==> config.mk <==
export PLATFORM = sky130hd
export DESIGN_NAME = mem_copy_engine
export DESIGN_NICKNAME = d
export VERILOG_FILES = /design/src/rtl/mem_copy_engine.sv
export SDC_FILE = /design/constraint.sdc
export NUM_CORES = 1
export LEC_CHECK = 0
export ABC_CLOCK_PERIOD_IN_PS = 5500
export CAP_MARGIN = 20
export CORE_MARGIN = 3
export CORE_UTILIZATION = 30
export CTS_CLUSTER_DIAMETER = 80
export DETAILED_ROUTE_END_ITERATION = 8
export GPL_TIMING_DRIVEN = 0
export SLEW_MARGIN = 5
export SYNTH_ARGS = -nofsm -noshare
export SYNTH_HDL_FRONTEND = slang
export SYNTH_SLANG_ARGS = --single-unit
==> constraint.sdc <==
create_clock -name clk -period 5.5 [get_ports clk]
set_input_delay 0.55 -clock clk [delete_from_list [all_inputs] [get_ports clk]]
set_output_delay 0.55 -clock clk [all_outputs]
set_load 0.02 [all_outputs]
==> src/rtl/mem_copy_engine.sv <==
// mem_copy_engine: copies num words from src to dest in a single-port RAM,
// one word per RD/LAT/WR triple, ascending addresses.
module mem_copy_engine #(
   parameter int DATA_WITH = 8,
   parameter int ADDR_WITH = 8
) (
   input  logic                 clk,
   input  logic                 rst_n,
   input  logic                 start,
   input  logic [ADDR_WITH-1:0] src,
   input  logic [ADDR_WITH-1:0] dest,
   input  logic [ADDR_WITH-1:0] num,
   output logic                 busy,
   output logic                 done,
   output logic                 error,
   output logic [ADDR_WITH-1:0] ram_addr,
   output logic [DATA_WITH-1:0] ram_wdata,
   output logic                 ram_we,
   output logic                 ram_oe,
   input  logic [DATA_WITH-1:0] ram_rdata
);

   // Depth as an (ADDR_WITH+1)-bit value so range sums compare without truncation.
   localparam logic [ADDR_WITH:0]   DEPTH_V = {1'b1, {ADDR_WITH{1'b0}}};
   localparam logic [ADDR_WITH-1:0] A_ONE   = ADDR_WITH'(1);
   localparam logic [ADDR_WITH-1:0] A_ZERO  = '0;

   typedef enum logic [2:0] {IDLE, RD, LAT, WR, FIN} state_t;

   state_t               state, state_nxt;
   logic [ADDR_WITH-1:0] src_r, dest_r, num_r, idx;
   logic [DATA_WITH-1:0] data_r;
   logic                 reject;
   logic [ADDR_WITH:0]   src_end, dest_end;
   logic                 range_bad;

   // A request is out of range when either window runs past the top of RAM.
   assign src_end   = {1'b0, src}  + {1'b0, num};
   assign dest_end  = {1'b0, dest} + {1'b0, num};
   assign range_bad = (src_end > DEPTH_V) || (dest_end > DEPTH_V);

   // State register.
   always_ff @(posedge clk) begin
      if (!rst_n) state <= IDLE;
      else        state <= state_nxt;
   end

   // Request capture, word index and read-data holding register.
   always_ff @(posedge clk) begin
      if (!rst_n) begin
         src_r  <= '0;
         dest_r <= '0;
         num_r  <= '0;
         idx    <= '0;
         data_r <= '0;
         reject <= 1'b0;
      end else begin
         case (state)
            IDLE: if (start) begin
               src_r  <= src;
               dest_r <= dest;
               num_r  <= num;
               idx    <= '0;
               reject <= range_bad;
            end
            LAT:     data_r <= ram_rdata;
            WR:      idx    <= idx + A_ONE;
            default: ;
         endcase
      end
   end

   // Next state plus outputs; outputs depend on registered state/data only.
   always_comb begin
      state_nxt = state;
      busy      = 1'b1;
      done      = 1'b0;
      error     = 1'b0;
      ram_addr  = '0;
      ram_wdata = '0;
      ram_we    = 1'b0;
      ram_oe    = 1'b0;
      case (state)
         IDLE: begin
            busy = 1'b0;
            // Zero-length and out-of-range requests both go straight to FIN.
            if (start) state_nxt = (num == A_ZERO || range_bad) ? FIN : RD;
         end
         RD: begin
            ram_addr  = src_r + idx;
            ram_oe    = 1'b1;
            state_nxt = LAT;
         end
         LAT: state_nxt = WR;
         WR: begin
            ram_addr  = dest_r + idx;
            ram_wdata = data_r;
            ram_we    = 1'b1;
            state_nxt = (idx == num_r - A_ONE) ? FIN : RD;
         end
         FIN: begin
            done      = 1'b1;
            error     = reject;
            state_nxt = IDLE;
         end
         default: state_nxt = IDLE;
      endcase
   end

   // Protocol invariants.
   a_we_oe: assert property (@(posedge clk) disable iff (!rst_n) !(ram_we && ram_oe));
   a_done:  assert property (@(posedge clk) disable iff (!rst_n) done |=> !done);
   a_busy:  assert property (@(posedge clk) disable iff (!rst_n) (state == IDLE) |-> !busy);

endmodule
## After elaboration in Yosys (flattened, before gate mapping)

Index checks and enable logic that the tools add are counted.

| storage, ports and cells | value |
|---|---|
| word-level logic and storage cells | 41 |
| output and inout bits | 21 |
| input port bits | 35 |
| register bits after elaboration | 44 |

| operators by class | value |
|---|---|
| reduce and logical (&&, ||, !) cells | 7 |
| eq/ne operators | 6 |
| muxes and demuxes | 13 |
| magnitude comparators | 2 |
| add/sub/neg operators | 6 |

Operators with widths:

| cell | count |
|---|---|
| $pmux 8 s2 | 2 |
| $add 8x8->9 | 2 |
| $gt 9x9->1 const B | 2 |
| $add 8x8->8 | 2 |
| $mux 8 | 2 |
| $pmux 3 s4 | 1 |
| $mux 3 | 3 |
| $add 8x1->8 const B | 1 |
| $eq 8x8->1 | 1 |
| $logic_not 8->1 | 1 |
| $sub 8x1->8 const B | 1 |
| $eq 3x2->1 const B | 2 |
| $mux 1 | 5 |
| $reduce_and 2->1 | 2 |
| $eq 3x1->1 const B | 1 |
| $eq 3x3->1 const B | 1 |
| $logic_not 3->1 | 1 |
| $logic_or 1x1->1 | 2 |
| $ne 2x2->1 const B | 1 |
| $reduce_bool 2->1 | 1 |

## Longest topological paths before layout

| logic depth | value |
|---|---|
| depth in word-level cells | 7 |
| gate-level depth with buffers | 17 |
| mapped depth without buffers | 16 |

## Worst setup path before layout

Ideal clock, no wire load.

| path | value |
|---|---|
| path type | register to output |
| start point | reg state[0] |
| end point | out ram_addr[6] |
| path buffers | 1 |
| cell stages (with the launch flop) | 18 |
| data required time | 4.950 ns |
| data arrival time | 2.993 ns |
| path slack | 1.957 ns |
| path through | dfxtp_1 > inv_1 > nor2_2 > nand2_1 > inv_1 > buf_1 > nand2_1 > nand2_1 > ha_1 > inv_1 > fa_1 > nor2b_1 > o21ai_0 > nand2b_1 > a21o_1 > a21oi_1 > xor2_1 > nor2_1 |

| between the ends | value |
|---|---|
| cells in the longest elaborated chain, start to end | 2 |
| elaborated cells on any way between the ends | 3 |

RTL lines:

| item | line | RTL |
|---|---|---|
| from (decl) | 30 | `state_t state, state_nxt;` |
| from (signal assigned) | 45 | `else state <= state_nxt;` |
| $eq 3x2->1 or $eq 3x1->1 (tied branches) | 83 | `case (state)` |
| $pmux 8 s2 (*) | 83 |  |
| to (decl) | 16 | `output logic [ADDR_WITH-1:0] ram_addr,` |

Mark *: on every way between the ends. The rest lies on a longest branch, timed or not.

## Final worst setup path

Same ends and word-level chain as after synthesis.

==> results.md <==
* Worst path required time at roughly 5 ns
* Peak VDD IR at roughly 0.11 mV
* Detailed Place HPWL at 6660 um
* Area grow syn2layout at 27.3%
* Worst min-delay path class: flip-flop to flip-flop
* Deepest clock path buffer count at 2
* Finished Core Util at 0.396
* Setup violators final at 0
* Met2 WL at roughly 3600 um
* Total track usage at 0.144
* Critical Path, Cell by Cell: inv_1 -> nor2_2 -> nand2_1 -> inv_1 -> buf_1 -> nand2_1 -> nand2_1 -> ha_1 -> inv_1 -> fa_1 -> nor2b_1 -> o21ai_0 -> nand2b_1 -> a21o_1 -> a21oi_1 -> xor2_1 -> nor2_1 -> clkdlybuf4s50_1
* Slowest cell on the critical path: clkdlybuf4s50_1
* CTS tree: built
* CP Capture Type: output pin
* Die X at 107 um
* Die ar. at between 10000 and 15000 um2
* Vias in the first global route at around 2800
* Average wire per standard cell at 14.0 um
* Num rows at 36
* Syn_nets at about 460
* Hold_buf cts at 0
* Largest net degree at the start of global routing at 15
* TNS Setup at 0 ns
* Antenna-violating nets left at 0
* Synth Area per Inst at just under 8 um2
* Initial Util at 0.311
* Ant diodes at 0
* Metal-1 WL at between 4000 and 5000 um
* Max-Cap Viols at 0
* Reg clk slew, reported paths at about 0.090 ns
* PwrDens at around 210 nW/um2
* Total congestion overflow at 0
* Drt drc at 0
* Wire length of the first global-routing pass at 13400 um
* Fraction of registers with async set/reset at 0
* H-tree levels at 2
* Die Span Y at about 110 um
* Mapped cell area at slightly above 3000 um2
* Setup Crit Path Kind: flip-flop to output pin
* Power Total at approximately 840 uW
* Maximum clock frequency at just over 0.2 GHz
* Vias/cell at about 4.9
* Main synth FF type: dfxtp_1
* Root buf cell: clkbuf_8
* Port Buffers at 55
* Relative max-transition margin at 0.467
* Post-CTS Setup Bufs at 0
* Worst Setup Start Kind: flip-flop
* Routed Wire Length at just over 8000 um
* Initial antenna violation count at 0
* Routability-driven placement congestion ratio at approximately 0.89
* YS warnings at 0
* Num CTS Buffers at 5
* Crit-path max FO at 10
* Status: finished clean
* Layout cells sized above 1 at 0.0351
* Final Net Count at ~520
* Core Area at 9860 um2
* Pins over their slew limit at 0
* I/O Pins at 56
* Post_cts resized at 0
* Unique masters post-synth at 44
* Post-synthesis sequential area ratio at 0.287
* Clock latency on the worst-skew pair at approximately 0.3 ns
* WP data arrival at approximately 4.3 ns
* RSZ-0062 raised after global routing: no
* Final-report hold violation count at 0
* Slew @ Worst Pin at between 0.7 and 0.8 ns
* Leak at around 0.0016 uW
* Clock tree sinks at 44
* Highest routed layer: met4
* First-pass detailed-route iteration total at 4
* Clk_skew at between 0.005 and 0.006 ns
* DR iter-0 viols at between 200 and 250
* Buf/Inv on CP at 5
* EDFF count, synth at 0
* Tmin final at 4.84 ns
* Fin crit share at 0.881
* CP top delay family: buffers and inverters
* DR vias at approximately 2900
* Met3 Wirelength at ~430 um
* Hold WS at around 0.47 ns
* CP max stage delay at ~0.61 ns
* Cells after Synth at 393
* #FFs+latches synth at between 40 and 50
## state kept, by name, indices dropped and copies added (netlist names)
name    cells
data_r      8
state       3
num_r       8
reject      1
idx         8
src_r       8
dest_r      8
## placed cells by master, fill, tap and decap left out, types with 2 or more instances in the layout
master	netlist	layout
clkdlybuf4s50_1	0	55
nor4_1	2	2
clkbuf_8	0	6
dfxtp_1	44	44
nand2_1	85	85
and2_1	8	8
ha_1	25	25
o21ai_0	15	15
a211oi_1	4	4
a21oi_1	17	17
a221oi_2	3	3
nand4_1	2	2
and3_1	12	12
or2_2	2	2
nand3_1	11	11
fa_1	3	3
xor2_1	10	10
a21boi_0	25	25
xnor2_1	13	13
o2111ai_1	2	2
nor3_1	9	9
mux2i_1	11	11
nand2b_1	3	3
clkbuf_1	13	13
nor2b_1	13	13
inv_1	11	11
a21o_1	8	8
nor2_1	23	23
a31oi_1	2	2
## cell families (layout without fill, tap and decap cells)
| kind of cell | after synthesis | count (layout) | synth area share |
|---|---|---|---|
| AOI/OAI and AO/OA | 86 | 86 | 0.196 |
| xor gates and xnor gates | 23 | 23 | 0.0656 |
| adders and majority gates | 28 | 28 | 0.121 |
| buffers and inverters | 25 | 88 | 0.0306 |
| DFF | 44 | 44 | 0.287 |
| muxes | 11 | 11 | 0.0359 |
| and+or+nand+nor | 176 | 176 | 0.264 |
## final timing paths
check,slack [ns],endpoint,depth (start not counted),from
max,0.66,ram_addr[6],18,state[0]$_SDFFE_PN0P_
min,0.47,dest_r[0]$_SDFFE_PN0P_,2,dest_r[0]$_SDFFE_PN0P_
max reg2reg,3.39,idx[4]$_SDFFE_PN0P_,7,state[0]$_SDFFE_PN0P_
min reg2reg,0.47,dest_r[0]$_SDFFE_PN0P_,2,dest_r[0]$_SDFFE_PN0P_
## metal layers
| layer | vias up | GRT usage |
|---|---|---|
| met5 | - | 0 |
| met4 | 0 | 0.0466 |
| met3 | 15 | 0.0199 |
| met2 | 70 | 0.231 |
| met1 | 1317 | 0.200 |
| li1 | 1490 | - |
## area by class of cell
cell class	instances	area (um2)
fill	1025	5960
multi-input combinational	324	2100
sequential	44	881
timing repair buffer	55	551
tap	133	166
clock buffer	6	82.6
buffer	14	52.6
inverter	11	41.3
clock inverter	2	38.8
## worst register-to-register path: stages, from the launching register on
cell,delay [ns]
dfxtp_1,0.41
inv_1,0.08
nor2_2,0.28
nand2_1,0.27
inv_1,0.24
buf_1,0.46
nand2_1,0.12
a31oi_1,0.18
## through the flow
stage               setup WS [ns]  cell area (um2)  instances
detailed placement          0.994             3790        581
CTS                         0.651             3910        589
global placement             1.03             3790        581
global route                0.215             3910        589
finish                      0.657             3910        589
floorplan                    1.96             3070        393
## cells in the mapped netlist, types with 2 or more instances
| cell | n | area share |
|---|---|---|
| o2111ai_1 | 2 | 0.0057 |
| nand3_1 | 11 | 0.018 |
| or2_2 | 2 | 0.0041 |
| nor3_1 | 9 | 0.015 |
| mux2i_1 | 11 | 0.036 |
| and2_1 | 8 | 0.016 |
| inv_1 | 11 | 0.013 |
| o21ai_0 | 15 | 0.024 |
| nor2_1 | 23 | 0.028 |
| a21o_1 | 8 | 0.020 |
| nand4_1 | 2 | 0.0041 |
| a221oi_2 | 3 | 0.015 |
| clkbuf_1 | 13 | 0.016 |
| and3_1 | 12 | 0.024 |
| xnor2_1 | 13 | 0.037 |
| a31oi_1 | 2 | 0.0041 |
| a21boi_0 | 25 | 0.061 |
| a21oi_1 | 17 | 0.028 |
| ha_1 | 25 | 0.10 |
| nor4_1 | 2 | 0.0041 |
| xor2_1 | 10 | 0.029 |
| nand2b_1 | 3 | 0.0061 |
| fa_1 | 3 | 0.020 |
| nor2b_1 | 13 | 0.026 |
| a211oi_1 | 4 | 0.0098 |
| nand2_1 | 85 | 0.10 |
| dfxtp_1 | 44 | 0.29 |
## where the power goes
| group | internal [uW] | switching, uW |
|---|---|---|
| registers | 337 | 14.5 |
| logic | 101 | 123 |
| clock network | 149 | 113 |
(Power assumes the default switching activity.)
